File: src/rtl/vec_cache_dataram_sched.sv
// vec_cache_dataram_sched
//   Two-grant round-robin scheduler in front of the vector cache data RAM.
//   Up to two requests are accepted per cycle, each to a different bank, and
//   every bank is held off for RAM_BUSY_CYC cycles after it is granted.
//   Accepted requests become RAM commands one cycle later. Reads additionally
//   produce a one-cycle rd_done pulse RD_LAT cycles after their command.
//
// Ports
//   clk, rst       clock, asynchronous active-high reset
//   sched_en_i     1 = new grants allowed; 0 = only drain in-flight work
//   req_vld_i      per-requester request valid (upper half reads, lower half writes)
//   req_bank_i     per-requester target bank, BANK_W bits per requester
//   req_rdy_o      combinational accept, one-hot per slot
//   ram_vld_o      registered command valid for slot 0 / slot 1
//   ram_wr_o       registered write flag per slot
//   ram_idx_o      registered granted requester index per slot
//   ram_bank_o     registered bank per slot
//   rd_done_o      per-requester read-data-available pulse
module vec_cache_dataram_sched #(
    parameter int REQ_NUM      = 10,
    parameter int BANK_NUM     = 4,
    parameter int BANK_W       = $clog2(BANK_NUM),
    parameter int IDX_W        = $clog2(REQ_NUM),
    parameter int RAM_BUSY_CYC = 2,
    parameter int RD_LAT       = 2
) (
    input  logic                       clk,
    input  logic                       rst,
    input  logic                       sched_en_i,
    input  logic [REQ_NUM-1:0]         req_vld_i,
    input  logic [REQ_NUM*BANK_W-1:0]  req_bank_i,
    output logic [REQ_NUM-1:0]         req_rdy_o,
    output logic [1:0]                 ram_vld_o,
    output logic [1:0]                 ram_wr_o,
    output logic [2*IDX_W-1:0]         ram_idx_o,
    output logic [2*BANK_W-1:0]        ram_bank_o,
    output logic [REQ_NUM-1:0]         rd_done_o
);

    localparam int                CNT_W     = $clog2(RAM_BUSY_CYC + 1);
    localparam logic [CNT_W-1:0]  BUSY_LOAD = CNT_W'(RAM_BUSY_CYC - 1);
    localparam logic [IDX_W:0]    REQ_LIM   = (IDX_W + 1)'(REQ_NUM);
    localparam logic [IDX_W-1:0]  WR_LIM    = IDX_W'(REQ_NUM / 2);

    logic [BANK_W-1:0]  reqBank   [REQ_NUM];
    logic [REQ_NUM-1:0] eligible;

    logic [CNT_W-1:0]   busyCnt_q [BANK_NUM];
    logic [CNT_W-1:0]   busyCnt_d [BANK_NUM];
    logic [IDX_W-1:0]   rrPtr_q, rrPtr_d;

    logic               g0Vld, g1Vld;
    logic [IDX_W-1:0]   g0Idx, g1Idx;
    logic [BANK_W-1:0]  g0Bank, g1Bank;

    logic [1:0]         ramVld_q, ramVld_d;
    logic [1:0]         ramWr_q, ramWr_d;
    logic [2*IDX_W-1:0] ramIdx_q, ramIdx_d;
    logic [2*BANK_W-1:0] ramBank_q, ramBank_d;

    logic [RD_LAT-1:0]  pipeVld_q [2];
    logic [IDX_W-1:0]   pipeIdx_q [2][RD_LAT];

    // Index arithmetic modulo REQ_NUM; inputs never exceed 2*REQ_NUM-1.
    function automatic logic [IDX_W-1:0] wrapIdx(input logic [IDX_W:0] v);
        logic [IDX_W:0] r;
        r = (v >= REQ_LIM) ? v - REQ_LIM : v;
        return r[IDX_W-1:0];
    endfunction

    // Eligibility is also masked by rst so nothing is offered while the
    // scheduler is being cleared.
    always_comb begin
        for (int i = 0; i < REQ_NUM; i++) begin
            reqBank[i]  = req_bank_i[i*BANK_W +: BANK_W];
            eligible[i] = req_vld_i[i] & sched_en_i & ~rst &
                          (busyCnt_q[reqBank[i]] == '0);
        end
    end

    // Slot 0 scans from rrPtr; slot 1 continues after slot 0 and rejects
    // the slot 0 bank so the two grants always hit different banks.
    always_comb begin
        logic [IDX_W-1:0] cidx;
        cidx   = '0;
        g0Vld  = 1'b0;
        g0Idx  = '0;
        g0Bank = '0;
        g1Vld  = 1'b0;
        g1Idx  = '0;
        g1Bank = '0;
        for (int k = 0; k < REQ_NUM; k++) begin
            cidx = wrapIdx({1'b0, rrPtr_q} + (IDX_W + 1)'(k));
            if (!g0Vld && eligible[cidx]) begin
                g0Vld  = 1'b1;
                g0Idx  = cidx;
                g0Bank = reqBank[cidx];
            end
        end
        if (g0Vld) begin
            for (int k = 1; k < REQ_NUM; k++) begin
                cidx = wrapIdx({1'b0, g0Idx} + (IDX_W + 1)'(k));
                if (!g1Vld && eligible[cidx] && (reqBank[cidx] != g0Bank)) begin
                    g1Vld  = 1'b1;
                    g1Idx  = cidx;
                    g1Bank = reqBank[cidx];
                end
            end
        end
    end

    always_comb begin
        req_rdy_o = '0;
        if (g0Vld) req_rdy_o[g0Idx] = 1'b1;
        if (g1Vld) req_rdy_o[g1Idx] = 1'b1;
    end

    // Next-state: pointer advances past the last grant, bank counters reload
    // on grant and otherwise count down, command registers mirror the grants.
    always_comb begin
        rrPtr_d = rrPtr_q;
        if (g1Vld)      rrPtr_d = wrapIdx({1'b0, g1Idx} + (IDX_W + 1)'(1));
        else if (g0Vld) rrPtr_d = wrapIdx({1'b0, g0Idx} + (IDX_W + 1)'(1));

        for (int b = 0; b < BANK_NUM; b++) begin
            busyCnt_d[b] = (busyCnt_q[b] != '0) ? busyCnt_q[b] - CNT_W'(1) : '0;
            if ((g0Vld && (g0Bank == BANK_W'(b))) || (g1Vld && (g1Bank == BANK_W'(b))))
                busyCnt_d[b] = BUSY_LOAD;
        end

        ramVld_d  = {g1Vld, g0Vld};
        ramWr_d   = {g1Vld & (g1Idx < WR_LIM), g0Vld & (g0Idx < WR_LIM)};
        ramIdx_d  = {g1Idx, g0Idx};
        ramBank_d = {g1Bank, g0Bank};
    end

    // State registers; the read pipes load from the registered command so a
    // read's tail lands RD_LAT cycles after its ram_vld cycle.
    always_ff @(posedge clk or posedge rst) begin
        if (rst) begin
            rrPtr_q   <= '0;
            ramVld_q  <= '0;
            ramWr_q   <= '0;
            ramIdx_q  <= '0;
            ramBank_q <= '0;
            for (int b = 0; b < BANK_NUM; b++) busyCnt_q[b] <= '0;
            for (int s = 0; s < 2; s++) begin
                pipeVld_q[s] <= '0;
                for (int d = 0; d < RD_LAT; d++) pipeIdx_q[s][d] <= '0;
            end
        end else begin
            rrPtr_q   <= rrPtr_d;
            ramVld_q  <= ramVld_d;
            ramWr_q   <= ramWr_d;
            ramIdx_q  <= ramIdx_d;
            ramBank_q <= ramBank_d;
            for (int b = 0; b < BANK_NUM; b++) busyCnt_q[b] <= busyCnt_d[b];
            for (int s = 0; s < 2; s++) begin
                pipeVld_q[s][0] <= ramVld_q[s] & ~ramWr_q[s];
                pipeIdx_q[s][0] <= ramIdx_q[s*IDX_W +: IDX_W];
                for (int d = 1; d < RD_LAT; d++) begin
                    pipeVld_q[s][d] <= pipeVld_q[s][d-1];
                    pipeIdx_q[s][d] <= pipeIdx_q[s][d-1];
                end
            end
        end
    end

    // Both slot tails can fire together; they always carry distinct indices.
    always_comb begin
        rd_done_o = '0;
        for (int s = 0; s < 2; s++) begin
            if (pipeVld_q[s][RD_LAT-1]) rd_done_o[pipeIdx_q[s][RD_LAT-1]] = 1'b1;
        end
    end

    assign ram_vld_o  = ramVld_q;
    assign ram_wr_o   = ramWr_q;
    assign ram_idx_o  = ramIdx_q;
    assign ram_bank_o = ramBank_q;

endmodule

File: config.mk
export PLATFORM = sky130hd
export DESIGN_NAME = vec_cache_dataram_sched
export DESIGN_NICKNAME = d
export VERILOG_FILES = /design/src/rtl/vec_cache_dataram_sched.sv
export SDC_FILE = /design/constraint.sdc
export NUM_CORES = 1
export LEC_CHECK = 0
export ABC_AREA = 1
export BUFFER_PORTS_ARGS = -buffer_cell sky130_fd_sc_hd__buf_2
export CORE_ASPECT_RATIO = 2
export CORE_UTILIZATION = 46
export DETAILED_ROUTE_END_ITERATION = 7
export GPL_ROUTABILITY_DRIVEN = 0
export PLACE_DENSITY = 0.62
export RECOVER_POWER = 50
export SYNTH_ARGS = -nofsm -noshare
export SYNTH_HDL_FRONTEND = slang
export SYNTH_SLANG_ARGS = --single-unit
File: constraint.sdc
create_clock -name clk -period 10 [get_ports clk]
set_input_delay 1 -clock clk [delete_from_list [all_inputs] [get_ports clk]]
set_output_delay 1 -clock clk [all_outputs]
set_load 0.01 [all_outputs]
Yosys cells after proc, flatten, opt, wreduce, memory -nomap -nowiden
Index checks and enable logic that the tools add are counted.
{"block": "totals", "regBits": 48, "latch_bits": 0, "ramBits": 0, "rom_bits": 0, "inputBits": 33, "out_inout_bits": 36, "word_cells": 530, "n_memories": 0}
{"block": "classes", "addsub": 43, "mul": 0, "div": 0, "order_cmp": 78, "eq_ne": 15, "shifts": 0, "n_mux": 235, "n_bitwise": 68, "n_reduce_logical": 76}
{"cell": "2-bit two-way mux", "count": 86}
{"cell": "4-bit two-way mux", "count": 42}
{"cell": "2-bit binary-select mux with 4-bit select", "count": 19}
{"cell": "4-bit by 5-bit < comparator with 1-bit output, second input constant", "count": 23}
{"cell": "5-bit by 4-bit >= comparator with 1-bit output, second input constant", "count": 19}
{"cell": "5-bit >= comparator, second input constant", "count": 19}
{"cell": "4-bit inverter with 5-bit output", "count": 19}
{"cell": "4-bit subtractor, second input constant", "count": 20}
{"cell": "1-bit binary-select mux with 4-bit select", "count": 19}
{"cell": "1-bit two-way mux", "count": 51}
{"cell": "4-bit by 3-bit adder with 5-bit output, second input constant", "count": 8}
{"cell": "2-bit binary-select mux with 2-bit select", "count": 10}
{"cell": "10-bit two-way mux", "count": 4}
{"cell": "1-bit logical AND", "count": 38}
{"cell": "1-bit AND", "count": 34}
{"cell": "3-bit >= comparator, second input constant", "count": 10}
{"cell": "2-bit inverter with 3-bit output", "count": 10}
{"cell": "2-bit logical NOT", "count": 12}
{"cell": "4-bit by 2-bit adder with 5-bit output, second input constant", "count": 4}
{"cell": "4-bit by 4-bit adder with 5-bit output, second input constant", "count": 4}
{"cell": "10-bit bitwise OR", "count": 2}
{"cell": "2-bit inequality test", "count": 9}
{"cell": "1-bit logical NOT", "count": 17}
{"cell": "1-bit demux with 4-bit select", "count": 4}
{"cell": "10 further kinds", "count": 32}

Logic depth before layout (Yosys ltp)
Gate-level depths: netlist of the first run.
{"block": "depth", "ltp_word": 93, "ltp_mapped": 70, "ltp_nobuf": 65}

Least setup slack after synthesis of the first run
Ideal clock, no wire load.
{"block": "synth_timing", "path_type": "reg-to-output", "from": "register rrPtr_q[0]", "to": "output port req_rdy_o[1]", "arrival_ps": 7194, "required_time_ps": 9000, "setup_slack_ps": 1806, "stages_incl_launch_ff": 52, "n_path_buf": 8, "path_cell_list": "dfrtp_1 buf_6 inv_2 buf_2 buf_4 ha_1 buf_4 clkinv_1 ha_1 or3_1 nand2_1 inv_1 nor2_4 inv_2 o22ai_4 nor2_4 nand3_2 nor2_1 [... 16 more ...] buf_4 nand3_2 inv_2 nand2_1 nand3_1 nand2_2 nor2_2 nor2_2 nor2_4 nand4_4 nor2_8 nand4_4 inv_2 o21ai_1 nor2_2 ha_1 inv_1 o31ai_1"}
{"block": "synth_between", "elab_chain_cells": 89, "elab_cells_between_ends": 312, "classes_between": "37 x add/sub; 23 x order compare; 9 x eq/ne; 178 x mux; 20 x bitwise; 45 x reduce/logical"}
{"element": "from (decl)", "line_no": "50", "source": "logic [IDX_W-1:0] rrPtr_q, rrPtr_d;"}
{"element": "from (signal assigned)", "line_no": "152", "source": "rrPtr_q <= rrPtr_d;"}
{"element": "branches (longest 31 deep; another with 4-bit by 1-bit adder with 5-bit output)"}
{"element": "4-bit two-way mux (*)", "line_no": "94", "source": "if (!g0Vld && eligible[cidx]) begin"}
{"element": "via g0Idx[0]", "line_no": "53", "source": "logic [IDX_W-1:0] g0Idx, g1Idx;"}
{"element": "4-bit by 1-bit adder with 5-bit output", "line_no": "102", "source": "cidx = wrapIdx({1'b0, g0Idx} + (IDX_W + 1)'(k));"}
{"element": "4-bit subtractor or 5-bit by 4-bit >= comparator with 1-bit output (tied branches)", "line_no": "67", "source": "r = (v >= REQ_LIM) ? v - REQ_LIM : v;"}
{"element": "4-bit two-way mux", "line_no": "67"}
{"element": "4-bit inverter with 5-bit output (implied by the code)", "line_no": "103", "source": "if (!g1Vld && eligible[cidx] && (reqBank[cidx] != g0Bank)) begin"}
{"element": "2-bit binary-select mux with 4-bit select", "line_no": "103"}
{"element": "[... 45 more ...]"}
{"element": "4-bit two-way mux (*)", "line_no": "100", "source": "if (g0Vld) begin"}
{"element": "via g1Idx[0]", "line_no": "53"}
{"element": "4-bit by 5-bit < comparator with 1-bit output (implied by the code) or 4-bit by 1-bit >= comparator with 1-bit output (tied branches)", "line_no": "115", "source": "if (g1Vld) req_rdy_o[g1Idx] = 1'b1;"}
{"element": "1-bit logical AND (implied by the code)", "line_no": "115"}
{"element": "1-bit two-way mux (implied by the code)", "line_no": "115"}
{"element": "1-bit demux with 4-bit select (*)", "line_no": "115"}
{"element": "10-bit bitwise OR (no source line) (*)"}
{"element": "10-bit two-way mux (*)", "line_no": "115"}
{"element": "to (decl)", "line_no": "32", "source": "output logic [REQ_NUM-1:0] req_rdy_o,"}
Mark *: on every way through the listed nets, which the timed path passes. The select of a mux whose other input is x is not followed.

Final worst setup path of the first run
{"block": "layout_timing", "from": "register rrPtr_q[0]", "to": "output port req_rdy_o[7]"}
{"block": "layout_between", "elab_chain_cells": 89, "elab_cells_between_ends": 312, "classes_between": "37 x add/sub; 23 x order compare; 9 x eq/ne; 178 x mux; 20 x bitwise; 45 x reduce/logical"}
{"element": "branches (longest 82 deep; another with 4-bit by 1-bit adder with 5-bit output)"}
{"element": "4-bit two-way mux (*)", "line_no": "100"}
{"element": "via g1Idx[1]", "line_no": "53"}
{"element": "4-bit by 5-bit < comparator with 1-bit output (implied by the code) or 4-bit by 1-bit >= comparator with 1-bit output (tied branches)", "line_no": "115"}
{"element": "1-bit logical AND (implied by the code)", "line_no": "115"}
{"element": "1-bit two-way mux (implied by the code)", "line_no": "115"}
{"element": "1-bit demux with 4-bit select (*)", "line_no": "115"}
{"element": "10-bit bitwise OR (no source line) (*)"}
{"element": "10-bit two-way mux (*)", "line_no": "115"}
Marks and branches as above.

==> flow_summary.html, run 1 <==
<table>
<tr><th>Metric</th><th>Value</th></tr>
<tr><th colspan="2">Run status</th></tr>
<tr><td>Result of the run</td><td>finished with violations</td></tr>
<tr><td>Violated checks</td><td>capacitance limit, slew limit</td></tr>
<tr><th colspan="2">STA</th></tr>
<tr><td>Fraction of the cycle the final worst path needs</td><td>95.4%</td></tr>
<tr><td>Post-layout min period</td><td>9.54 ns</td></tr>
<tr><td>Max-slew headroom at the worst pin</td><td>-22.1%</td></tr>
<tr><td>Worst setup skew after layout</td><td>0.00956 ns</td></tr>
<tr><td>Number of max-slew violations in the final report</td><td>49</td></tr>
<tr><td>Finish-stage setup viols</td><td>0</td></tr>
<tr><td>Slew of the pin with the lowest slew margin</td><td>1.83 ns</td></tr>
<tr><td>Number of failing hold endpoints at the final stage</td><td>0</td></tr>
<tr><td>Post-Route Setup TNS</td><td>0 ns</td></tr>
<tr><td>Max Clock Freq</td><td>0.105 GHz</td></tr>
<tr><th colspan="2">Finish</th></tr>
<tr><td>Final-layout fill cell count</td><td>2,314</td></tr>
<tr><td>Area Overhead vs Synth</td><td>9.83%</td></tr>
<tr><td>Number of nets in the layout</td><td>1,893</td></tr>
<tr><td>Layout Cell Area excl Fill</td><td>10,900 um2</td></tr>
<tr><td>Ratio of cells with drive above 1 in the final layout</td><td>15.9%</td></tr>
<tr><td>Utilization after layout</td><td>51.7%</td></tr>
<tr><th colspan="2">Clocking</th></tr>
<tr><td>Insertion delay to the later sink of the worst-skew pair</td><td>0.30 ns</td></tr>
<tr><td>Depth of the CTS H-tree</td><td>2</td></tr>
<tr><td>TritonCTS Buffers</td><td>5</td></tr>
<tr><td>Clock input transition at the sequential cells of the worst setup and hold paths</td><td>0.07 ns</td></tr>
<tr><td>Number of buffers inserted for hold repair after clock tree synthesis</td><td>0</td></tr>
<tr><td>Clock tree from TritonCTS</td><td>done</td></tr>
<tr><td>CTS Root Buffer Type</td><td>sky130_fd_sc_hd__clkbuf_16</td></tr>
<tr><td>Clock sinks</td><td>48</td></tr>
<tr><td>Deepest clock path buffer count</td><td>2</td></tr>
<tr><th colspan="2">Die</th></tr>
<tr><td>Area of the die</td><td>22,200 um2</td></tr>
<tr><td>Starting density of the core</td><td>47.1%</td></tr>
<tr><td>Cell Rows</td><td>75</td></tr>
<tr><td>Height of the die</td><td>210 um</td></tr>
<tr><td>X dimension of the die</td><td>106 um</td></tr>
<tr><td>Core area</td><td>21,100 um2</td></tr>
<tr><td># IOs</td><td>69</td></tr>
<tr><th colspan="2">Drt</th></tr>
<tr><td>Number of detailed-routing iterations run before antenna repair</td><td>8</td></tr>
<tr><td>Detail Route Antenna Nets</td><td>0</td></tr>
<tr><td>Number of violations reported at the end of detailed-routing iteration 0</td><td>853</td></tr>
<tr><td>Residual DRC</td><td>0</td></tr>
<tr><td>Routed WL</td><td>42,400 um</td></tr>
<tr><td>Detailed-route via count</td><td>12.3k</td></tr>
<tr><td>Wire length per cell after detailed routing</td><td>20.4 um</td></tr>
<tr><td>Number of vias per cell after detailed routing</td><td>5.93</td></tr>
<tr><th colspan="2">Placement</th></tr>
<tr><td>Input/output buffers</td><td>68</td></tr>
<tr><td>Area after detailed placement</td><td>10,600 um2</td></tr>
<tr><td>HPWL after detailed placement</td><td>34,700 um</td></tr>
<tr><th colspan="2">Global route</th></tr>
<tr><td>Initial antenna violation count</td><td>1</td></tr>
<tr><td>Via count of the first global-routing pass</td><td>11.7k</td></tr>
<tr><td>Total GRT Usage</td><td>38.0%</td></tr>
<tr><td>First-pass GRT wire length</td><td>64,100 um</td></tr>
<tr><td>Overflow left after global routing</td><td>0</td></tr>
<tr><td>Pin count of the biggest net entering global routing</td><td>56</td></tr>
<tr><th colspan="2">Setup path</th></tr>
<tr><td>Delay of the slowest cell on the worst path</td><td>0.75 ns</td></tr>
<tr><td>Depth of the worst register-to-register path</td><td>50</td></tr>
<tr><td>Req. time, crit path</td><td>9.00 ns</td></tr>
<tr><td>Startpoint of the most critical register-to-register path</td><td>rrPtr_q[0]$_DFFE_PP0P_</td></tr>
<tr><td>Crit Reg-Reg Endpoint</td><td>rrPtr_q[1]$_DFFE_PP0P_</td></tr>
<tr><td>Setup slack on the worst flop-to-flop path</td><td>1.22 ns</td></tr>
<tr><td>Top fanout value on the critical path</td><td>45</td></tr>
<tr><td>Critical path data arrival time</td><td>8.54 ns</td></tr>
<tr><td>Kind of critical path</td><td>flip-flop to output pin</td></tr>
<tr><td>Crit start category</td><td>flip-flop</td></tr>
<tr><td>Buffers and inverters on the worst path</td><td>11</td></tr>
<tr><td>Top cell family by delay on the critical path</td><td>simple AND/OR/NAND/NOR gates</td></tr>
<tr><td>Stages on the worst setup path</td><td>43</td></tr>
<tr><td>Most used cell, CP</td><td>sky130_fd_sc_hd__nand2_1</td></tr>
<tr><td>Crit path max-delay cell type</td><td>sky130_fd_sc_hd__o21ai_1</td></tr>
<tr><td>Worst setup EP type</td><td>output pin</td></tr>
<tr><th colspan="2">Min path</th></tr>
<tr><td>Hold/Removal Path Class</td><td>flip-flop to flip-flop</td></tr>
<tr><td>Min-Delay Endpoint</td><td>pipeIdx_q[9]$_DFF_PP0_</td></tr>
<tr><td>Origin of the worst min-delay path</td><td>pipeIdx_q[13]$_DFF_PP0_</td></tr>
<tr><td>Count of cells along the worst hold path</td><td>0</td></tr>
<tr><th colspan="2">Yosys</th></tr>
<tr><td>Area of the mapped netlist</td><td>9940 um2</td></tr>
<tr><td>Sequential-to-total area share from yosys stat</td><td>12.1%</td></tr>
<tr><td>Mean area per synthesized cell</td><td>5.76 um2</td></tr>
<tr><td>Count of warnings emitted by yosys</td><td>0</td></tr>
<tr><td>Yosys reg bits</td><td>48</td></tr>
<tr><td>Unique cell type count in the Yosys netlist</td><td>63</td></tr>
<tr><td>Net count of the mapped netlist</td><td>1,810</td></tr>
<tr><td>Cell count after synthesis</td><td>1,726</td></tr>
<tr><th colspan="2">Run</th></tr>
<tr><td>Max cap viols</td><td>1</td></tr>
</table>
==> how the worst max path moves through the flow <==
stage,endpoint,from
6_report,req_rdy_o[7],rrPtr_q[0]$_DFFE_PP0P_
5_1_grt,req_rdy_o[1],rrPtr_q[0]$_DFFE_PP0P_
4_1_cts,req_rdy_o[1],rrPtr_q[0]$_DFFE_PP0P_
3_5_place_dp,req_rdy_o[1],rrPtr_q[0]$_DFFE_PP0P_
3_3_place_gp,req_rdy_o[3],rrPtr_q[0]$_DFFE_PP0P_
2_1_floorplan,req_rdy_o[1],rrPtr_q[0]$_DFFE_PP0P_
==> layer usage <==
metal,part of all wire [%],up-vias,global-route usage (%)
met1,32,5540,33.9
li1,-,5893,-
met3,5.2,294,5.87
met2,50,601,68.6
met4,13,0,40.8
met5,0,-,0
==> per-stage QoR <==
| stage | hold WS [ns] | instances | setup WS (ns) |
|---|---|---|---|
| after detailed placement | 0.335 | 2062 | 0.711 |
| after floorplan | 0.331 | 1726 | 1.81 |
| after global placement | 0.333 | 2062 | 0.816 |
| after CTS | 0.348 | 2070 | 0.345 |
| after global routing | 0.355 | 2080 | -0.00737 |
| final | 0.347 | 2080 | 0.463 |
==> state kept, by name (all words and copies together) (netlist names) <==
name,cells
rrPtr_q,4
ram_vld_o,2
pipeVld_q,4
pipeIdx_q,16
ram_wr_o,2
ram_bank_o,4
ram_idx_o,8
busyCnt_q,8
==> cell usage after synthesis (all sizes together) <==
library cell  count  area, um2
nand2           610       2510
nand3           253       1350
inv             228        861
o21ai           161        885
nor2            122        576
a21oi            50        299
ha               49        613
dfrtp            48       1200
nand4            39        314
o211ai           36        270
buf              22        169
xor2             15        176
o22ai             9       70.1
clkbuf            7       26.3
o32ai             7       61.3
or2               7       43.8
clkinv            6       22.5
and2              5       33.8
o221ai            5       43.8
a31oi             4       25.0
mux2i             4       40.0
nor3              4       20.0
o2111ai           4       35.0
a211oi            3       22.5
a32o              3       30.0
o31ai             3       22.5
a221oi            2       17.5
a32oi             2       17.5
fa                2       40.0
o21bai            2       26.3
o311ai            2       17.5
o41ai             2       17.5
or3               2       12.5
xnor2             2       17.5
a22oi             1       7.51
a2bb2oi           1       8.76
nand3b            1       7.51
nor3b             1       7.51
o21a              1       7.51
o2bb2ai           1       8.76
==> final cells by class <==
class                   instances  area [um2]  share of cell area [%]
multi-input cells            1415        7730                    70.8
inverters                     234         891                    8.16
clock buffers                   6         139                    1.27
repair buffers                105         604                    5.54
well taps                     269         337                    3.08
flip-flops and latches         48        1200                    11.0
diodes                          1        2.50                  0.0229
clock inverters                 2        13.8                   0.126
==> layout by cell type, fill, tap and decap left out, types with 32 or more instances in the layout <==
| cell | synthesis | routed |
|---|---|---|
| sky130_fd_sc_hd__inv_1 | 195 | 194 |
| sky130_fd_sc_hd__nand4_1 | 32 | 32 |
| sky130_fd_sc_hd__ha_1 | 49 | 47 |
| sky130_fd_sc_hd__nand2_2 | 46 | 48 |
| sky130_fd_sc_hd__nand2_1 | 550 | 548 |
| sky130_fd_sc_hd__o211ai_1 | 36 | 36 |
| sky130_fd_sc_hd__a21oi_1 | 41 | 41 |
| sky130_fd_sc_hd__nor2_1 | 98 | 98 |
| sky130_fd_sc_hd__nand3_1 | 237 | 236 |
| sky130_fd_sc_hd__buf_4 | 6 | 36 |
| sky130_fd_sc_hd__buf_2 | 9 | 51 |
| sky130_fd_sc_hd__dfrtp_1 | 48 | 47 |
| sky130_fd_sc_hd__o21ai_0 | 114 | 113 |
==> kinds of logic after synthesis <==
kind of cell	Yosys count	synth area share, %
mux	4	0.403
fa+ha+maj	51	6.57
xor+xnor	17	1.95
compound gates	299	19.0
buf+inv	263	10.9
simple gates	1044	49.1
flops	48	12.1
==> timing repair <==
item / CTS / global route
setup endpoints to repair: 0 / 10
setup buffers: 0 / 9
gates resized for setup: 0 / 20
==> worst register-to-register path: cells and delay by family (launching register included) <==
family	cells	cell delay, ns
buf+inv	11	1.63
flops	1	0.49
compound gates	4	1.64
simple gates	29	3.64
fa+ha+maj	6	1.29
Power of run 1 is left out: the tool's default activity adds up to more than one toggle a clock period on the data nets, which glitch-free logic cannot reach.
==> inputs of run 2 (changes only) <==
--- a/config.mk
+++ b/config.mk
@@ -8,10 +8,11 @@
 export ABC_AREA = 1
 export BUFFER_PORTS_ARGS = -buffer_cell sky130_fd_sc_hd__buf_2
 export CORE_ASPECT_RATIO = 2
-export CORE_UTILIZATION = 46
+export CORE_UTILIZATION = 45
+export CTS_BUF_LIST = sky130_fd_sc_hd__clkbuf_8 sky130_fd_sc_hd__clkbuf_16
 export DETAILED_ROUTE_END_ITERATION = 7
 export GPL_ROUTABILITY_DRIVEN = 0
-export PLACE_DENSITY = 0.62
+export PLACE_DENSITY = 0.61
 export RECOVER_POWER = 50
 export SYNTH_ARGS = -nofsm -noshare
 export SYNTH_HDL_FRONTEND = slang
==> run 2 against run 1 <==
Effect of this change: the run still ends with capacitance limit, slew limit left; clock skew up 0.0052 ns; global-route usage down 0.22 points; sequential cell count unchanged; wire length up 0.55%; cell area up 0.41%; final cell count about the same; via count down 0.29%; count of clock-buffer cells in the layout down 1; hold slack about the same; die area up 2.2%; critical path depth up 4; first-iteration DRC count up 21%.
==> flow_summary.html, run 2 (synthesis gave the netlist of run 1 again) <==
<table>
<tr><th>Metric</th><th>Value</th></tr>
<tr><th colspan="2">Setup path</th></tr>
<tr><td>Buffers and inverters on the worst path</td><td>5 (-6)</td></tr>
<tr><td>Worst setup EP type</td><td>output pin</td></tr>
<tr><td>Startpoint of the most critical register-to-register path</td><td>rrPtr_q[1]$_DFFE_PP0P_</td></tr>
<tr><td>Crit path max-delay cell type</td><td>sky130_fd_sc_hd__clkbuf_1</td></tr>
<tr><td>Kind of critical path</td><td>input port to output pin</td></tr>
<tr><td>Top cell family by delay on the critical path</td><td>simple AND/OR/NAND/NOR gates</td></tr>
<tr><td>Crit start category</td><td>input port</td></tr>
<tr><td>Setup slack on the worst flop-to-flop path</td><td>1.33 ns (+0.11 ns)</td></tr>
<tr><td>Worst setup path start</td><td>rst</td></tr>
<tr><td>Depth of the worst register-to-register path</td><td>53 (+6.0%)</td></tr>
<tr><td>Req. time, crit path</td><td>9.00 ns (about the same)</td></tr>
<tr><td>Crit Reg-Reg Endpoint</td><td>rrPtr_q[2]$_DFFE_PP0P_</td></tr>
<tr><td>Delay of the slowest cell on the worst path</td><td>0.63 ns (-0.12 ns)</td></tr>
<tr><td>Critical path data arrival time</td><td>8.59 ns (+0.05 ns)</td></tr>
<tr><td>Top fanout value on the critical path</td><td>14 (-69%)</td></tr>
<tr><td>Most used cell, CP</td><td>sky130_fd_sc_hd__nand2_1</td></tr>
<tr><th colspan="2">Clocking</th></tr>
<tr><td>Clock tree from TritonCTS</td><td>done</td></tr>
<tr><td>CTS Root Buffer Type</td><td>sky130_fd_sc_hd__clkbuf_16</td></tr>
<tr><td>Deepest clock path buffer count</td><td>2 (unchanged)</td></tr>
<tr><td>TritonCTS Buffers</td><td>5 (unchanged)</td></tr>
<tr><td>Clock input transition at the sequential cells of the worst setup and hold paths</td><td>0.06 ns (about the same)</td></tr>
<tr><td>Depth of the CTS H-tree</td><td>2 (unchanged)</td></tr>
<tr><td>Clock sinks</td><td>48 (unchanged)</td></tr>
<tr><td>Insertion delay to the later sink of the worst-skew pair</td><td>0.30 ns (about the same)</td></tr>
<tr><th colspan="2">Finish</th></tr>
<tr><td>Ratio of cells with drive above 1 in the final layout</td><td>16.3% (+0.40 points)</td></tr>
<tr><td>Leading cell type in the layout, fill and taps excluded</td><td>sky130_fd_sc_hd__nand2_1</td></tr>
<tr><td>Flip-flop count of the largest register, all copies and words added</td><td>16 (unchanged)</td></tr>
<tr><td>Number of nets in the layout</td><td>1,892 (-0.053%)</td></tr>
<tr><td>Final-layout fill cell count</td><td>2,384 (+3.0%)</td></tr>
<tr><td>Most used cells in the layout excluding fill and tap cells</td><td>sky130_fd_sc_hd__nand2_1, sky130_fd_sc_hd__nand3_1, sky130_fd_sc_hd__inv_1, sky130_fd_sc_hd__o21ai_0, sky130_fd_sc_hd__nor2_1</td></tr>
<tr><td>Area Overhead vs Synth</td><td>10.3%</td></tr>
<tr><td>Largest reg by FF count</td><td>pipeIdx_q</td></tr>
<tr><td>Number of antenna repair diodes</td><td>0 (-1)</td></tr>
<tr><th colspan="2">Drt</th></tr>
<tr><td>Routed WL</td><td>42,600 um (+0.55%)</td></tr>
<tr><td>Number of violations reported at the end of detailed-routing iteration 0</td><td>1,031 (+21%)</td></tr>
<tr><td>Number of detailed-routing iterations run before antenna repair</td><td>6 (-2)</td></tr>
<tr><td>Detailed-route via count</td><td>12.3k (-0.29%)</td></tr>
<tr><td>Top Metal Used</td><td>met4</td></tr>
<tr><td>Number of vias per cell after detailed routing</td><td>5.90 (-0.39%)</td></tr>
<tr><td>Wire length per cell after detailed routing</td><td>20.5 um (+0.46%)</td></tr>
<tr><td>Detail Route Antenna Nets</td><td>0 (unchanged)</td></tr>
<tr><td>M1 WL</td><td>13,100 um (-2.3%)</td></tr>
<tr><td>Residual DRC</td><td>0 (unchanged)</td></tr>
<tr><td>Met2 Routed Length</td><td>21,700 um (+1.6%)</td></tr>
<tr><td>Met3 wire length</td><td>2730 um (+23%)</td></tr>
<tr><th colspan="2">Placement</th></tr>
<tr><td>Input/output buffers</td><td>68 (unchanged)</td></tr>
<tr><td>HPWL after detailed placement</td><td>34,300 um (-1.1%)</td></tr>
<tr><th colspan="2">Die</th></tr>
<tr><td>Cell Rows</td><td>76 (+1.3%)</td></tr>
<tr><td>Core area</td><td>21,600 um2 (+2.2%)</td></tr>
<tr><td>X dimension of the die</td><td>107 um (+1.1%)</td></tr>
<tr><td>Area of the die</td><td>22,700 um2 (+2.2%)</td></tr>
<tr><td>Height of the die</td><td>212 um (+1.1%)</td></tr>
<tr><td># IOs</td><td>69 (unchanged)</td></tr>
<tr><td>Starting density of the core</td><td>46.0% (-1.0 points)</td></tr>
<tr><th colspan="2">Global route</th></tr>
<tr><td>Overflow left after global routing</td><td>0 (unchanged)</td></tr>
<tr><td>Total GRT Usage</td><td>37.8% (-0.22 points)</td></tr>
<tr><td>Pin count of the biggest net entering global routing</td><td>60 (+7.1%)</td></tr>
<tr><td>Via count of the first global-routing pass</td><td>11.7k (-0.12%)</td></tr>
<tr><td>Initial antenna violation count</td><td>0 (-1)</td></tr>
<tr><td>First-pass GRT wire length</td><td>64,300 um (+0.29%)</td></tr>
<tr><th colspan="2">STA</th></tr>
<tr><td>Slew of the pin with the lowest slew margin</td><td>1.82 ns (-0.00446 ns)</td></tr>
<tr><td>Max Clock Freq</td><td>0.104 GHz (-0.58%)</td></tr>
<tr><td>Fraction of the cycle the final worst path needs</td><td>95.9% (+0.55 points)</td></tr>
<tr><td>Post-layout min period</td><td>9.59 ns (+0.0552 ns)</td></tr>
<tr><td>Finish-stage setup viols</td><td>0 (unchanged)</td></tr>
<tr><td>Post-Route Setup TNS</td><td>0 ns (unchanged)</td></tr>
<tr><td>Max-slew headroom at the worst pin</td><td>-21.8% (+0.30 points)</td></tr>
<tr><td>Worst setup skew after layout</td><td>0.0148 ns (+0.00522 ns)</td></tr>
<tr><td>Number of max-slew violations in the final report</td><td>49 (unchanged)</td></tr>
<tr><td>Number of failing hold endpoints at the final stage</td><td>0 (unchanged)</td></tr>
<tr><th colspan="2">Min path</th></tr>
<tr><td>Hold/Removal Path Class</td><td>flip-flop to flip-flop</td></tr>
<tr><td>Min-Delay Endpoint</td><td>pipeIdx_q[10]$_DFF_PP0_</td></tr>
<tr><td>Count of cells along the worst hold path</td><td>0 (unchanged)</td></tr>
<tr><td>Origin of the worst min-delay path</td><td>pipeIdx_q[14]$_DFF_PP0_</td></tr>
<tr><th colspan="2">Run status</th></tr>
<tr><td>Result of the run</td><td>finished with violations</td></tr>
<tr><td>Violated checks</td><td>capacitance limit, slew limit</td></tr>
<tr><th colspan="2">Run</th></tr>
<tr><td>Max cap viols</td><td>1 (unchanged)</td></tr>
</table>
-- run 2: cell count changes in the layout (fill, tap and decap cells not counted), moves of 2 or more --
cell,change
sky130_fd_sc_hd__nand3_1,-4
sky130_fd_sc_hd__nand3_2,+3
sky130_fd_sc_hd__dfrtp_2,+3
sky130_fd_sc_hd__buf_4,-2
sky130_fd_sc_hd__dfrtp_1,-3
-- run 2: worst reg2reg max path, delay by kind of cell, from the launching register on --
family / cells / cell delay, ns
flops: 1 / 0.43
buf+inv: 8 / 0.97
compound gates: 4 / 0.98
fa+ha+maj: 6 / 1.68
simple gates: 34 / 4.35
xor+xnor: 1 / 0.15
-- run 2: what timing repair did --
item                       in CTS  in global routing
hold buffers                    0                  0
buffers inserted                0                 16
resized for setup               0                 31
setup endpoints to repair       0                 12
-- run 2: layout make-up --
type	count	area [um2]	area share (%)
well taps	273	342	3.12
repair buffers	103	586	5.34
inverters	234	891	8.13
clock buffers	5	125	1.14
repair inverters	1	5.00	0.0457
clock inverters	3	16.3	0.148
multi-input cells	1415	7790	71.1
flip-flops and latches	48	1210	11.0
-- run 2: per-stage QoR --
stage	hold slack [ns]	cells	setup slack (ns)	cell area, um2	util [%]
after CTS	0.348	2065	0.0671	10700	49.6
final	0.347	2082	0.408	11000	50.8
after floorplan	0.331	1726	1.81	9940	-
after detailed placement	0.335	2057	0.448	10600	49.0
after global placement	0.333	2057	0.497	10600	49.0
after global routing	0.357	2082	-0.0216	11000	50.8
-- run 2: worst max path at each step --
| stage | to | cells past startpoint |
|---|---|---|
| detailed placement | req_rdy_o[3] | 43 |
| global placement | req_rdy_o[3] | 45 |
| floorplan | req_rdy_o[1] | 51 |
| global route | req_rdy_o[1] | 52 |
| finish | req_rdy_o[3] | 47 |
| CTS | req_rdy_o[3] | 43 |
-- run 2: per-layer routing --
| metal | global-route usage, % | vias up |
|---|---|---|
| met5 | 0 | - |
| met4 | 38.0 | 0 |
| met1 | 33.3 | 5538 |
| li1 | - | 5898 |
| met2 | 68.5 | 578 |
| met3 | 7.73 | 278 |
Power of run 2 is left out for the same reason.
==> inputs of run 3 (changes only) <==
--- a/config.mk
+++ b/config.mk
@@ -5,7 +5,6 @@
 export SDC_FILE = /design/constraint.sdc
 export NUM_CORES = 1
 export LEC_CHECK = 0
-export ABC_AREA = 1
 export BUFFER_PORTS_ARGS = -buffer_cell sky130_fd_sc_hd__buf_2
 export CORE_ASPECT_RATIO = 2
 export CORE_UTILIZATION = 45
==> run 3 against run 2 <==
Effect of this change: synthesized cell count decreased by 8.8%; the flow now stops in global routing (5_1_grt); area after synthesis is 24% higher.
==> flow_summary.html, run 3 <==
<table>
<tr><th>Metric</th><th>Value</th></tr>
<tr><th colspan="2">Placement</th></tr>
<tr><td>HPWL after detailed placement</td><td>48,700 um (+42%)</td></tr>
<tr><td>Post-placement worst setup slack</td><td>-0.182 ns (-0.630 ns)</td></tr>
<tr><td>Input/output buffers</td><td>68 (unchanged)</td></tr>
<tr><th colspan="2">Global route</th></tr>
<tr><td>Total GRT Usage</td><td>45.8%</td></tr>
<tr><td>Overflow left after global routing</td><td>2</td></tr>
<tr><td>First-pass GRT wire length</td><td>97,000 um</td></tr>
<tr><td>Via count of the first global-routing pass</td><td>16.1k</td></tr>
<tr><td>Pin count of the biggest net entering global routing</td><td>52</td></tr>
<tr><th colspan="2">Clocking</th></tr>
<tr><td>Clock sinks</td><td>48 (unchanged)</td></tr>
<tr><td>Number of buffers inserted for hold repair after clock tree synthesis</td><td>0 (unchanged)</td></tr>
<tr><td>CTS Root Buffer Type</td><td>sky130_fd_sc_hd__clkbuf_16</td></tr>
<tr><td>TritonCTS Buffers</td><td>5 (unchanged)</td></tr>
<tr><td>Depth of the CTS H-tree</td><td>2 (unchanged)</td></tr>
<tr><td>Deepest clock path buffer count</td><td>2 (unchanged)</td></tr>
<tr><th colspan="2">Yosys</th></tr>
<tr><td>Yosys reg bits</td><td>48 (unchanged)</td></tr>
<tr><td>Biggest area contributors in the synthesized netlist</td><td>sky130_fd_sc_hd__dfrtp_1, sky130_fd_sc_hd__mux2i_1, sky130_fd_sc_hd__mux4_2, sky130_fd_sc_hd__ha_1, sky130_fd_sc_hd__nand2_1</td></tr>
<tr><td>Mean area per synthesized cell</td><td>7.84 um2 (+36%)</td></tr>
<tr><td>Compound-Gate Fraction of Synth Area</td><td>34.5% (+15 points)</td></tr>
<tr><td>Predominant post-synthesis flop cell</td><td>sky130_fd_sc_hd__dfrtp_1</td></tr>
<tr><td>Commonest cells in the netlist</td><td>sky130_fd_sc_hd__nand2_1, sky130_fd_sc_hd__nor2_1, sky130_fd_sc_hd__a21oi_1</td></tr>
<tr><td>Count of warnings emitted by yosys</td><td>0 (unchanged)</td></tr>
<tr><td>Library cell with the highest instance count after synthesis</td><td>sky130_fd_sc_hd__nand2_1</td></tr>
<tr><td>Mux share of post-synthesis cell area</td><td>16.6% (+16 points)</td></tr>
<tr><td>Unique cell type count in the Yosys netlist</td><td>123 (+95%)</td></tr>
<tr><td>Count of flip-flops with a built-in enable after synthesis</td><td>0 (unchanged)</td></tr>
<tr><td>Area of the mapped netlist</td><td>12,300 um2 (+24%)</td></tr>
<tr><td>Cell count after synthesis</td><td>1,574 (-8.8%)</td></tr>
<tr><td>Most area-hungry cell type in the Yosys netlist</td><td>sky130_fd_sc_hd__dfrtp_1</td></tr>
<tr><td>Main combinational cell family by area after synthesis</td><td>compound AO/OA/AOI/OAI gates</td></tr>
<tr><td>Share of synthesized cell area in full adder, half adder and majority cells</td><td>5.29% (-1.3 points)</td></tr>
<tr><td>Post-synthesis share of cell area spent on and, or, nand and nor gates</td><td>25.0% (-24 points)</td></tr>
<tr><td>Synth Area in XOR/XNOR</td><td>3.14% (+1.2 points)</td></tr>
<tr><td>Post-synthesis async set-or-reset flop share</td><td>100% (unchanged)</td></tr>
<tr><td>Net count of the mapped netlist</td><td>1,658 (-8.4%)</td></tr>
<tr><td>Top cell type's share of synthesized area</td><td>9.74% (-11 points)</td></tr>
<tr><td>Sequential-to-total area share from yosys stat</td><td>9.74% (-2.3 points)</td></tr>
<tr><th colspan="2">Die</th></tr>
<tr><td>Height of the die</td><td>236 um (+11%)</td></tr>
<tr><td>X dimension of the die</td><td>119 um (+11%)</td></tr>
<tr><td>Starting density of the core</td><td>45.8% (-0.19 points)</td></tr>
<tr><td>Cell Rows</td><td>85 (+12%)</td></tr>
<tr><td># IOs</td><td>69 (unchanged)</td></tr>
<tr><th colspan="2">Run status</th></tr>
<tr><td>Result of the run</td><td>aborted with a tool error</td></tr>
<tr><td>First error message</td><td>[ERROR GRT-0116] Global routing finished with congestion. Check the congestion regions in the DRC Viewer.</td></tr>
<tr><td>Stop stage</td><td>global routing (5_1_grt)</td></tr>
</table>
## run 3: cell types whose count changed after synthesis, sizes merged, moves of 39 or more
cell / delta
a21oi: +43
nand3: -195
mux2i: +78
mux2: +39
nand2: -491
nor3: +56
clkbuf: +39
inv: -161
o21ai: -90
## run 3: repair_timing
action,CTS
setup endpoints to repair,11
gates resized for setup,31
setup buffers,5
pin swaps,4
## run 3: metal layers
metal | GRT usage [%] | GRT overflow
met2 | 73.1 | 1
met4 | 51.6 | 1
met3 | 16.1 | 0
met5 | 0 | 0
met1 | 42.7 | 0
## run 3: metrics by stage
stage,cells,area (um2)
3_5_place_dp,2079,14100
4_1_cts,2092,14400
2_1_floorplan,1574,12400
3_3_place_gp,2079,14100
## run 3: logic make-up after synthesis
| kind of cell | Yosys count |
|---|---|
| mux | 155 |
| compound gates | 546 |
| buf+inv | 156 |
| fa+ha+maj | 51 |
| xor+xnor | 40 |
| flops | 48 |
| simple gates | 578 |
==> inputs of run 4 (changes only) <==
--- a/config.mk
+++ b/config.mk
@@ -6,12 +6,10 @@
 export NUM_CORES = 1
 export LEC_CHECK = 0
 export BUFFER_PORTS_ARGS = -buffer_cell sky130_fd_sc_hd__buf_2
-export CORE_ASPECT_RATIO = 2
-export CORE_UTILIZATION = 45
-export CTS_BUF_LIST = sky130_fd_sc_hd__clkbuf_8 sky130_fd_sc_hd__clkbuf_16
+export CORE_UTILIZATION = 30
 export DETAILED_ROUTE_END_ITERATION = 7
 export GPL_ROUTABILITY_DRIVEN = 0
-export PLACE_DENSITY = 0.61
+export PLACE_DENSITY_LB_ADDON = 0.15
 export RECOVER_POWER = 50
 export SYNTH_ARGS = -nofsm -noshare
 export SYNTH_HDL_FRONTEND = slang
==> run 4 against run 3 <==
Effect of this change: the flow now finishes, with violations (capacitance limit, slew limit); area after synthesis is the same; synthesized cell count is the same.
==> flow_summary.html, run 4 <==
<table>
<tr><th>Metric</th><th>Value</th></tr>
<tr><th colspan="2">STA</th></tr>
<tr><td>Finish-stage setup viols</td><td>0</td></tr>
<tr><td>Max Clock Freq</td><td>0.103 GHz</td></tr>
<tr><td>Max-slew headroom at the worst pin</td><td>-17.4%</td></tr>
<tr><td>Min setup slack post-route</td><td>0.264 ns</td></tr>
<tr><td>Number of max-slew violations in the final report</td><td>49</td></tr>
<tr><td>Slew of the pin with the lowest slew margin</td><td>1.76 ns</td></tr>
<tr><td>Fraction of the cycle the final worst path needs</td><td>97.4%</td></tr>
<tr><td>Post-layout min period</td><td>9.74 ns</td></tr>
<tr><td>Worst setup skew after layout</td><td>0.0115 ns</td></tr>
<tr><td>Number of failing hold endpoints at the final stage</td><td>0</td></tr>
<tr><th colspan="2">Drt</th></tr>
<tr><td>Detailed-route via count</td><td>14.8k</td></tr>
<tr><td>Number of violations reported at the end of detailed-routing iteration 0</td><td>1,736</td></tr>
<tr><td>Wire length per cell after detailed routing</td><td>25.6 um</td></tr>
<tr><td>Number of vias per cell after detailed routing</td><td>6.41</td></tr>
<tr><td>Routed WL</td><td>58,900 um</td></tr>
<tr><td>Number of detailed-routing iterations run before antenna repair</td><td>8</td></tr>
<tr><td>Detail Route Antenna Nets</td><td>0</td></tr>
<tr><td>Residual DRC</td><td>0</td></tr>
<tr><th colspan="2">Yosys</th></tr>
<tr><td>Post-synthesis async set-or-reset flop share</td><td>100% (unchanged)</td></tr>
<tr><td>Most area-hungry cell type in the Yosys netlist</td><td>sky130_fd_sc_hd__dfrtp_1</td></tr>
<tr><td>Net count of the mapped netlist</td><td>1,658 (unchanged)</td></tr>
<tr><td>Count of warnings emitted by yosys</td><td>0 (unchanged)</td></tr>
<tr><td>Count of flip-flops with a built-in enable after synthesis</td><td>0 (unchanged)</td></tr>
<tr><td>Top cell type's share of synthesized area</td><td>9.74% (unchanged)</td></tr>
<tr><td>Library cell with the highest instance count after synthesis</td><td>sky130_fd_sc_hd__nand2_1</td></tr>
<tr><td>Predominant post-synthesis flop cell</td><td>sky130_fd_sc_hd__dfrtp_1</td></tr>
<tr><td>Commonest cells in the netlist</td><td>sky130_fd_sc_hd__nand2_1, sky130_fd_sc_hd__nor2_1, sky130_fd_sc_hd__a21oi_1</td></tr>
<tr><td>Cell count after synthesis</td><td>1,574 (unchanged)</td></tr>
<tr><td>Sequential-to-total area share from yosys stat</td><td>9.74% (unchanged)</td></tr>
<tr><td>Yosys reg bits</td><td>48 (unchanged)</td></tr>
<tr><td>Mean area per synthesized cell</td><td>7.84 um2 (unchanged)</td></tr>
<tr><td>Biggest area contributors in the synthesized netlist</td><td>sky130_fd_sc_hd__dfrtp_1, sky130_fd_sc_hd__mux2i_1, sky130_fd_sc_hd__mux4_2, sky130_fd_sc_hd__ha_1, sky130_fd_sc_hd__nand2_1</td></tr>
<tr><td>Unique cell type count in the Yosys netlist</td><td>123 (unchanged)</td></tr>
<tr><td>Area of the mapped netlist</td><td>12,300 um2 (unchanged)</td></tr>
<tr><th colspan="2">Finish</th></tr>
<tr><td>Area Overhead vs Synth</td><td>24.7%</td></tr>
<tr><td>Sequential cell area</td><td>1210 um2</td></tr>
<tr><td>Largest reg by FF count</td><td>pipeIdx_q</td></tr>
<tr><td>Final-layout fill cell count</td><td>4,189</td></tr>
<tr><td>Ratio of cells with drive above 1 in the final layout</td><td>30.7%</td></tr>
<tr><td>Flip-flop count of the largest register, all copies and words added</td><td>16</td></tr>
<tr><td>Cell Count, Final, Fillers Out</td><td>2,303</td></tr>
<tr><td>Area used by multi-input combinational logic</td><td>11,100 um2</td></tr>
<tr><td>Most used cells in the layout excluding fill and tap cells</td><td>sky130_fd_sc_hd__buf_4, sky130_fd_sc_hd__nand2_1, sky130_fd_sc_hd__nor2_1, sky130_fd_sc_hd__a21oi_1, sky130_fd_sc_hd__mux2i_1</td></tr>
<tr><td>Number of antenna repair diodes</td><td>0</td></tr>
<tr><td>Leading cell type in the layout, fill and taps excluded</td><td>sky130_fd_sc_hd__buf_4</td></tr>
<tr><td>Number of nets in the layout</td><td>1,862</td></tr>
<tr><th colspan="2">Clocking</th></tr>
<tr><td>Clock tree from TritonCTS</td><td>done</td></tr>
<tr><td>Number of buffers inserted for hold repair after clock tree synthesis</td><td>0 (unchanged)</td></tr>
<tr><td>Clock input transition at the sequential cells of the worst setup and hold paths</td><td>0.06 ns</td></tr>
<tr><td>TritonCTS Buffers</td><td>5 (unchanged)</td></tr>
<tr><td>Depth of the CTS H-tree</td><td>2 (unchanged)</td></tr>
<tr><td>Insertion delay to the later sink of the worst-skew pair</td><td>0.29 ns</td></tr>
<tr><td>Clock sinks</td><td>48 (unchanged)</td></tr>
<tr><td>Deepest clock path buffer count</td><td>2 (unchanged)</td></tr>
<tr><td>CTS Root Buffer Type</td><td>sky130_fd_sc_hd__clkbuf_16</td></tr>
<tr><th colspan="2">Setup path</th></tr>
<tr><td>Top fanout value on the critical path</td><td>7</td></tr>
<tr><td>Depth of the worst register-to-register path</td><td>44</td></tr>
<tr><td>Worst setup EP type</td><td>output pin</td></tr>
<tr><td>Worst setup path start</td><td>req_bank_i[5]</td></tr>
<tr><td>Setup slack on the worst flop-to-flop path</td><td>0.52 ns</td></tr>
<tr><td>Crit Reg-Reg Endpoint</td><td>rrPtr_q[2]$_DFFE_PP0P_</td></tr>
<tr><td>Req. time, crit path</td><td>9.00 ns</td></tr>
<tr><td>Delay of the slowest cell on the worst path</td><td>0.58 ns</td></tr>
<tr><td>Critical path data arrival time</td><td>8.74 ns</td></tr>
<tr><td>Critical path destination</td><td>req_rdy_o[3]</td></tr>
<tr><td>Kind of critical path</td><td>input port to output pin</td></tr>
<tr><td>Startpoint of the most critical register-to-register path</td><td>rrPtr_q[0]$_DFFE_PP0P_</td></tr>
<tr><td>Most used cell, CP</td><td>sky130_fd_sc_hd__ha_1</td></tr>
<tr><td>Crit start category</td><td>input port</td></tr>
<tr><td>Crit path max-delay cell type</td><td>sky130_fd_sc_hd__or4_4</td></tr>
<tr><th colspan="2">Placement</th></tr>
<tr><td>HPWL after detailed placement</td><td>47,200 um (-3.0%)</td></tr>
<tr><td>Input/output buffers</td><td>68 (unchanged)</td></tr>
<tr><td>Post-placement worst setup slack</td><td>-0.167 ns (+0.0153 ns)</td></tr>
<tr><td>Cell total after placement</td><td>2,271 (+9.2%)</td></tr>
<tr><th colspan="2">Die</th></tr>
<tr><td>Height of the die</td><td>205 um (-13%)</td></tr>
<tr><td># IOs</td><td>69 (unchanged)</td></tr>
<tr><td>X dimension of the die</td><td>205 um (+72%)</td></tr>
<tr><td>Area of the die</td><td>41,900 um2</td></tr>
<tr><td>Core area</td><td>40,200 um2</td></tr>
<tr><td>Cell Rows</td><td>73 (-14%)</td></tr>
<tr><td>Starting density of the core</td><td>30.7% (-15 points)</td></tr>
<tr><th colspan="2">Global route</th></tr>
<tr><td>Initial antenna violation count</td><td>0</td></tr>
<tr><td>Total GRT Usage</td><td>27.4%</td></tr>
<tr><td>First-pass GRT wire length</td><td>87,500 um</td></tr>
<tr><td>Via count of the first global-routing pass</td><td>13.7k</td></tr>
<tr><td>Pin count of the biggest net entering global routing</td><td>49</td></tr>
<tr><td>Overflow left after global routing</td><td>0</td></tr>
<tr><th colspan="2">Run</th></tr>
<tr><td>Max cap viols</td><td>1</td></tr>
<tr><th colspan="2">Run status</th></tr>
<tr><td>Violated checks</td><td>capacitance limit, slew limit</td></tr>
<tr><td>Result of the run</td><td>finished with violations</td></tr>
<tr><th colspan="2">Min path</th></tr>
<tr><td>Hold/Removal Path Class</td><td>flip-flop to flip-flop</td></tr>
</table>
run 4: cell counts after synthesis:
Identical to the previous run, type by type.
run 4: cell type report:
type / instances / area share (%)
clock buffer: 5 / 0.813
clock inverter: 2 / 0.0813
inverter: 70 / 1.83
multi-input combinational: 1370 / 72.1
sequential: 48 / 7.84
tap: 525 / 4.27
timing repair buffer: 283 / 13.1
run 4: logic make-up after synthesis:
| family | after synthesis | share of synthesized area (%) |
|---|---|---|
| DFF | 48 | 9.74 |
| buffers and inverters | 156 | 5.62 |
| adders and majority gates | 51 | 5.29 |
| muxes | 155 | 16.6 |
| xor gates and xnor gates | 40 | 3.14 |
| and+or+nand+nor | 578 | 25.0 |
| AOI/OAI and AO/OA | 546 | 34.5 |
run 4: per-stage QoR:
step | hold WS, ns | setup TNS, ns | util [%] | cell area (um2)
CTS | 0.349 | 0 | 36.4 | 14600
global route | 0.351 | -0.233 | 38.3 | 15400
finish | 0.347 | 0 | 38.3 | 15400
floorplan | 0.331 | -0.00784 | - | 12400
global placement | 0.334 | -0.154 | 35.9 | 14400
detailed placement | 0.335 | -0.709 | 35.9 | 14400
run 4: what timing repair did:
action	CTS	global route
setup buffers	0	25
setup endpoints to repair	11	15
pin swaps	0	29
resized for setup	13	120
run 4: metal layers:
layer  GRT usage, %  vias up  part of all wire, %  wire length [um]
li1               -     6677                    -                 -
met1           39.9     7281                   45             26700
met2           41.7      727                   43             25300
met3           3.25       88                  8.9              5230
met4           7.68        0                  2.9              1690
met5              0        -                    0                 0
run 4: worst min-delay path by stage:
stage | startpoint | end | slack (ns) | cells past startpoint
floorplan | pipeIdx_q[4]$_DFF_PP0_ | pipeIdx_q[0]$_DFF_PP0_ | 0.33 | 0
global placement | pipeVld_q[2]$_DFF_PP0_ | pipeVld_q[3]$_DFF_PP0_ | 0.33 | 0
detailed placement | pipeIdx_q[6]$_DFF_PP0_ | pipeIdx_q[2]$_DFF_PP0_ | 0.33 | 0
CTS | pipeIdx_q[15]$_DFF_PP0_ | pipeIdx_q[11]$_DFF_PP0_ | 0.35 | 0
global route | pipeIdx_q[5]$_DFF_PP0_ | pipeIdx_q[1]$_DFF_PP0_ | 0.35 | 0
finish | pipeIdx_q[6]$_DFF_PP0_ | pipeIdx_q[2]$_DFF_PP0_ | 0.35 | 0
run 4: critical path, delay by kind of cell:
| kind | cells | cell delay, ns |
|---|---|---|
| buffers and inverters | 7 | 0.79 |
| AO/OA/AOI/OAI | 13 | 3.84 |
| XOR/XNOR | 1 | 0.24 |
| multiplexers | 2 | 0.59 |
| AND/OR/NAND/NOR | 7 | 1.56 |
| adder cells (fa/ha/maj) | 3 | 0.70 |
Power of run 4 is left out for the same reason.
